## config.mk

```make
export PLATFORM = sky130hd
export DESIGN_NAME = axi_ad9963_up_arb
export DESIGN_NICKNAME = d
export VERILOG_FILES = /design/src/rtl/axi_ad9963_up_arb.sv
export SDC_FILE = /design/constraint.sdc
export NUM_CORES = 1
export LEC_CHECK = 0
export CAP_MARGIN = 10
export CORE_MARGIN = 3
export CORE_UTILIZATION = 53
export CTS_CLUSTER_SIZE = 14
export DETAILED_ROUTE_END_ITERATION = 8
export PLACE_DENSITY = 0.95
export SLEW_MARGIN = 15
export SYNTH_ARGS = -nofsm -noshare
export SYNTH_HDL_FRONTEND = slang
export SYNTH_SLANG_ARGS = --single-unit
```

## constraint.sdc

```tcl
create_clock -name up_clk -period 5.3 [get_ports up_clk]
set_input_delay 1.06 -clock up_clk [delete_from_list [all_inputs] [get_ports up_clk]]
set_output_delay 1.06 -clock up_clk [all_outputs]
set_load 0.01 [all_outputs]
```

## src/rtl/axi_ad9963_up_arb.sv

```systemverilog
// Round-robin arbiter serializing two up_* masters onto one register bus, with a
// per-transaction timeout so a missing slave ack can never lock either master out.
module axi_ad9963_up_arb #(
  parameter int          ADDR_WIDTH     = 14,
  parameter int          TIMEOUT_CYCLES = 255,
  parameter logic [31:0] TIMEOUT_RDATA  = 32'hDEAD_DEAD
) (
  input  logic                  up_clk,
  input  logic                  up_rstn,
  input  logic                  m0_wreq,
  input  logic [ADDR_WIDTH-1:0] m0_waddr,
  input  logic [31:0]           m0_wdata,
  output logic                  m0_wack,
  input  logic                  m0_rreq,
  input  logic [ADDR_WIDTH-1:0] m0_raddr,
  output logic [31:0]           m0_rdata,
  output logic                  m0_rack,
  input  logic                  m1_wreq,
  input  logic [ADDR_WIDTH-1:0] m1_waddr,
  input  logic [31:0]           m1_wdata,
  output logic                  m1_wack,
  input  logic                  m1_rreq,
  input  logic [ADDR_WIDTH-1:0] m1_raddr,
  output logic [31:0]           m1_rdata,
  output logic                  m1_rack,
  output logic                  s_wreq,
  output logic [ADDR_WIDTH-1:0] s_waddr,
  output logic [31:0]           s_wdata,
  input  logic                  s_wack,
  output logic                  s_rreq,
  output logic [ADDR_WIDTH-1:0] s_raddr,
  input  logic [31:0]           s_rdata,
  input  logic                  s_rack,
  output logic                  up_timeout,
  output logic [7:0]            up_timeout_count
);

  typedef enum logic {IDLE, WAIT} state_t;

  localparam logic [15:0] TIMEOUT_LAST = 16'(TIMEOUT_CYCLES);

  state_t state, state_nxt;

  logic [1:0]            wreq_in, rreq_in;
  logic [ADDR_WIDTH-1:0] waddr_in [2];
  logic [ADDR_WIDTH-1:0] raddr_in [2];
  logic [31:0]           wdata_in [2];

  logic [1:0]            wv, rv;
  logic [ADDR_WIDTH-1:0] wa [2];
  logic [ADDR_WIDTH-1:0] ra [2];
  logic [31:0]           wd [2];

  logic                  last_grant, gnt, gnt_rd;
  logic [15:0]           timer;
  logic [1:0]            wack_r, rack_r;
  logic [31:0]           rdata_r [2];

  logic [1:0]            pending;
  logic                  sel, sel_wr, match, expire, issue, done;

  assign wreq_in     = {m1_wreq, m0_wreq};
  assign rreq_in     = {m1_rreq, m0_rreq};
  assign waddr_in[0] = m0_waddr;
  assign waddr_in[1] = m1_waddr;
  assign raddr_in[0] = m0_raddr;
  assign raddr_in[1] = m1_raddr;
  assign wdata_in[0] = m0_wdata;
  assign wdata_in[1] = m1_wdata;

  assign m0_wack  = wack_r[0];
  assign m1_wack  = wack_r[1];
  assign m0_rack  = rack_r[0];
  assign m1_rack  = rack_r[1];
  assign m0_rdata = rdata_r[0];
  assign m1_rdata = rdata_r[1];

  always_ff @(posedge up_clk) begin
    if (!up_rstn) state <= IDLE;
    else          state <= state_nxt;
  end

  always_comb begin
    pending   = wv | rv;
    sel       = (pending == 2'b11) ? ~last_grant : pending[1];
    sel_wr    = wv[sel];
    match     = gnt_rd ? s_rack : s_wack;
    // A matching ack in the expiry cycle completes normally rather than timing out.
    expire    = (timer == TIMEOUT_LAST) && !match;
    issue     = 1'b0;
    done      = 1'b0;
    state_nxt = state;
    case (state)
      IDLE: if (|pending) begin
        issue     = 1'b1;
        state_nxt = WAIT;
      end
      WAIT: if (match || expire) begin
        done      = 1'b1;
        state_nxt = IDLE;
      end
      default: state_nxt = IDLE;
    endcase
  end

  always_ff @(posedge up_clk) begin
    if (!up_rstn) begin
      wv               <= '0;
      rv               <= '0;
      last_grant       <= 1'b1;
      gnt              <= 1'b0;
      gnt_rd           <= 1'b0;
      timer            <= '0;
      wack_r           <= '0;
      rack_r           <= '0;
      s_wreq           <= 1'b0;
      s_rreq           <= 1'b0;
      s_waddr          <= '0;
      s_wdata          <= '0;
      s_raddr          <= '0;
      up_timeout       <= 1'b0;
      up_timeout_count <= '0;
      for (int i = 0; i < 2; i++) begin
        wa[i]      <= '0;
        ra[i]      <= '0;
        wd[i]      <= '0;
        rdata_r[i] <= '0;
      end
    end else begin
      s_wreq     <= 1'b0;
      s_rreq     <= 1'b0;
      wack_r     <= '0;
      rack_r     <= '0;
      up_timeout <= 1'b0;

      // A request is dropped if its slot is still occupied; the first one wins.
      for (int i = 0; i < 2; i++) begin
        if (wreq_in[i] && !wv[i]) begin
          wv[i] <= 1'b1;
          wa[i] <= waddr_in[i];
          wd[i] <= wdata_in[i];
        end
        if (rreq_in[i] && !rv[i]) begin
          rv[i] <= 1'b1;
          ra[i] <= raddr_in[i];
        end
      end

      if (issue) begin
        if (sel_wr) begin
          wv[sel] <= 1'b0;
          s_wreq  <= 1'b1;
          s_waddr <= wa[sel];
          s_wdata <= wd[sel];
        end else begin
          rv[sel] <= 1'b0;
          s_rreq  <= 1'b1;
          s_raddr <= ra[sel];
        end
        last_grant <= sel;
        gnt        <= sel;
        gnt_rd     <= ~sel_wr;
        timer      <= '0;
      end

      if (state == WAIT) begin
        if (done) begin
          if (gnt_rd) begin
            rack_r[gnt]  <= 1'b1;
            rdata_r[gnt] <= match ? s_rdata : TIMEOUT_RDATA;
          end else begin
            wack_r[gnt] <= 1'b1;
          end
          if (expire) begin
            up_timeout <= 1'b1;
            if (up_timeout_count != 8'hFF) up_timeout_count <= up_timeout_count + 8'd1;
          end
        end else begin
          timer <= timer + 16'd1;
        end
      end
    end
  end

endmodule

```

======== After elaboration in Yosys (flattened, before gate mapping) ========
Memories as Yosys holds them, arrays and structs flattened. A register that Yosys moved wholly into a read port is not among the register bits.
Cells that the tools add are included.
storage, ports and cells
  bits in registers ....................... 39
  latch bits .............................. 0
  memory bits (writable) .................. 184
  bits in read-only memories .............. 0
  input port bits ......................... 160
  output and inout bits ................... 139
  logic and storage cells ................. 126
  memories ................................ 4
cells by class
  add/subtract/negate cells ............... 2
  $mul .................................... 0
  div/mod/pow operators ................... 0
  $lt $le $gt $ge ......................... 4
  equal/unequal tests ..................... 3
  shift-type cells ........................ 0
  multiplexer cells ....................... 60
  bitwise gates (word level) .............. 15
  reductions and logical operators ........ 25
memory list
  memory   words  width  rd ports  clocked after Yosys merged registers in  wr ports  RTL line  RTL
  rdata_r  2      32     2         0                                        2         57        logic [31:0] rdata_r [2];
  wd       2      32     1         1                                        2         52        logic [31:0] wd [2];
  ra       2      14     1         1                                        2         51        logic [ADDR_WIDTH-1:0] ra [2];
  wa       2      14     1         1                                        2         50        logic [ADDR_WIDTH-1:0] wa [2];
operators by type and width
  cell                                                         count
  2-to-1 mux 32 bit                                            4
  2-to-1 mux 14 bit                                            4
  2-to-1 mux 16 bit                                            3
  2-to-1 mux 1 bit                                             42
  OR reduction 32 bit                                          1
  adder 16 x 1 -> 16 bit (second input constant)               1
  == test 16 x 8 -> 1 bit (second input constant)              1
  adder 8 x 1 -> 8 bit (second input constant)                 1
  zero test 1 bit                                              8
  2-to-1 mux 2 bit                                             4
  != test 8 bit (second input constant)                        1
  AND reduction 4 bit                                          2
  logical AND 1 bit                                            7
  bitwise OR 1 bit                                             6
  AND reduction 2 bit                                          3
  NOT 1 bit                                                    5
  bitwise AND 2 bit                                            2
  less-than comparator 1 x 2 -> 1 bit (second input constant)  2
  OR reduction 4 bit                                           1
  AND reduction 3 bit                                          1
  demux 1 bit (select 1 bit)                                   2
  == test 2 bit (second input constant)                        1
  greater-or-equal comparator 1 bit (second input constant)    2
  NOT 2 bit                                                    1
  other kinds (4)                                              4

======== Depth between registers and ports, before layout ========
  depth after elaboration ................. 12
  mapped depth ............................ 7
  gate-level depth less buffers ........... 5

======== Worst setup path after synthesis ========
Ideal clock, no wire load.
  kind .................................... in2reg
  from .................................... input up_rstn
  to ...................................... memory wa[1][0], enable pin
  setup time .............................. 0.571 ns
  arrival time ............................ 2.711 ns
  data required time ...................... 4.729 ns
  path slack .............................. 2.019 ns
  stages on the path ...................... 4
  path buffers ............................ 3
  cells stage by stage .................... clkbuf_1 -> clkbuf_1 -> clkbuf_1 -> nand2_1
RTL lines
  what             RTL line  RTL
  start, declared  9         input logic up_rstn,
  end, declared    50

==> reports/qor.csv <==
metric;value;unit
status;finished, final reports clean;
area_growth;37.24;%
rows;52;
synth-seq-cells;283;
slew_viol_final;0;
io_buffers;298;
max_stage_delay;1060;ps
grt_pass1_vias;9011;
gr-total-overflow;0;
synth_cells;960;
grt_use_total;0.2572;
final_layout_size_suffix_gt1_frac;0.07239;
p_per_area;374.7;nW/um^2
final_nets;1396;
initial_utilization;0.5508;
setup_viol;0;
fill_cells;1174;
cts_hold_repair.buffers;0;
final_cell_area;15590;um^2
wl_per_cell;20.41;um
hold_class;register to register;
cp_cell_sequence;clkdlybuf4s50_1, nand2_1, a211o_1, nand2_1, buf_4;
drc;0;
regToRegSetupSlack;1830;ps
endpoint_kind;register;
ios;299;
wl;31230;um
max-vdd-ir-drop;343.8;uV
critPathKind;primary input to register;
post-synth-top-area-fraction;0.4863;
ys_types;41;
antenna_found_initial;4;
die_x;152.4;um
vias_per_cell;5.729;
maxCapViolCount;0;
path_max_fanout;24;
vias;8765;
rsz0062_at_grt;false;
yosys.cell_count.top_type;edfxtp_1;
cts_tree;built;
ant_nets;0;
grt_pass1_wl;48470;um
yosys.area.top_type;edfxtp_1;
crit_top_cell;nand2_1;
hold_viol_final;0;
cts_setup_buffers;0;
gp_congestion;0.8310;
syn-num-nets;1122;
synth_area;11360;um^2
power.leakage;5.684;nW
cts_resized;0;
skew;13.13;ps
seq_area_frac_synth;0.6608;
avgSynthCellArea;11.83;um^2
die_y;152.4;um
numCtsBuffers;29;
dr.pass1.iters;5;
timing.final.crit_period;3622;ps
synth_edf_count;184;
slew_headroom;0.2408;
synth_warnings;0;
synth-async-reset-ratio;0;
die_area;23230;um^2
cts_buffer_depth;3;
tns;0;ps
grt_start_max_net_pins;93;
crit_buf_inv;2;
clk_pin_slew_worst_paths;60;ps
dpl-instance-area;14570;um^2
clock_latency;540;ps
max_freq;0.2761;GHz
core_region_area;20620;um^2
critPathArrivalTime;3840;ps
cts-root-buf;clkbuf_16;
hpwl;20110;um
drt-initial-drc-count;633;
slowest_stage;clkdlybuf4s50_1;
synthTopCellsByArea;edfxtp_1, dfxtp_1, and2_1;
cp_top_family;buffers and inverters;
fin_crit_sh;0.6834;
required;5520;ps
clkSinkCount;283;
htree_levels;1;
holdWs;493.5;ps
synth.top_cells.by_count;edfxtp_1, and2_1, nor2_1, dfxtp_1, nand2_1;
tightestPinTransition;1139;ps
start_kind;primary input;
synthFlopType;edfxtp_1;
[per-stage QoR]
step	utilization	std cells	total power, mW	setup WS, ps
4_1_cts	0.7551	1527	5.850	1783
2_1_floorplan	-	960	3.193	2019
3_3_place_gp	0.7062	1473	3.665	1411
6_report	0.7559	1530	5.842	1678
5_1_grt	0.7559	1530	6.034	1536
3_5_place_dp	0.7062	1473	3.712	1260
[path summary, 6_finish.rpt]
path / to / start / cells past startpoint
worst max-delay path: rdata_r[1][22] / up_rstn / 5
worst min-delay path: timer[7] / timer[7] / 2
worst max register to register: rdata_r[1][22] / timer[11] / 5
worst min register to register: timer[7] / timer[7] / 2
[registers in the layout, indices dropped and copies added (netlist names), 2 cells and up]
signal            count
rdata_r              64
rv                    2
s_raddr              14
rack_r                2
ra                   28
wa                   28
s_wdata              32
wd                   64
wv                    2
wack_r                2
timer                16
up_timeout_count      8
s_waddr              14
[layout make-up]
type | count | area [um^2] | share of cell area
Sequential cell | 283 | 7507 | 0.4815
Clock inverter | 24 | 279.0 | 0.01790
Inverter | 9 | 33.78 | 0.002167
Tap cell | 270 | 337.8 | 0.02167
Clock buffer | 30 | 729.5 | 0.04679
Antenna cell | 3 | 7.507 | 0.0004815
Multi-Input combinational cell | 600 | 3616 | 0.2319
Timing Repair Buffer | 311 | 3080 | 0.1976
[layout by cell type (no fill, tap or decap), drive strengths merged, types with 4 or more instances in the layout]
master | netlist | final
o211ai | 4 | 4
buf | 10 | 13
o21ai | 6 | 6
o311a | 14 | 14
nand2 | 76 | 76
nand3 | 58 | 58
nor3b | 4 | 4
nor2 | 117 | 117
mux2i | 7 | 7
dfxtp | 99 | 99
o21bai | 14 | 14
nand2b | 10 | 10
clkbuf | 58 | 30
clkdlybuf4s50 | 0 | 298
nor4 | 6 | 6
and2 | 143 | 143
o311ai | 6 | 6
nand4 | 7 | 7
o31ai | 7 | 7
bufinv | 0 | 6
nor3 | 7 | 7
or4 | 9 | 9
or3 | 5 | 5
mux2 | 14 | 14
a21oi | 17 | 17
or2 | 4 | 4
edfxtp | 184 | 184
inv | 9 | 11
clkinv | 0 | 13
a311oi | 47 | 47
[logic make-up (layout without fill, tap and decap cells)]
logic type / after synthesis / after routing / synth area share
flops: 283 / 283 / 0.6608
compound gates: 127 / 127 / 0.08888
mux: 21 / 21 / 0.02004
other cells: 0 / 3 / 0
buf+inv: 77 / 374 / 0.02742
fa+ha+maj: 2 / 2 / 0.002202
simple gates: 450 / 450 / 0.2007
[power breakdown]
part           leakage [nW]  switching (mW)  internal, mW  total, mW
clock network         0.490           0.855          1.29       2.15
logic                  2.43           0.538         0.469       1.01
registers              2.77           0.110          2.58       2.69
[routing by layer]
metal / up-vias / part of all wire / wire length, um / track usage
met2: 506 / 0.52 / 16170 / 0.4659
met1: 4167 / 0.36 / 11120 / 0.3042
li1: 4017 / - / - / -
met5: - / 0.00064 / 20 / 0
met3: 73 / 0.092 / 2885 / 0.05567
met4: 2 / 0.033 / 1032 / 0.08740
[worst register-to-register path: cells and delay by family, from the launching register on]
family                 cells  cell delay, ps
AOI/OAI and AO/OA          1             640
buffers and inverters      1             380
and+or+nand+nor            3            1750
DFF                        1             370
Note: power is estimated with default switching activity, not from simulation.
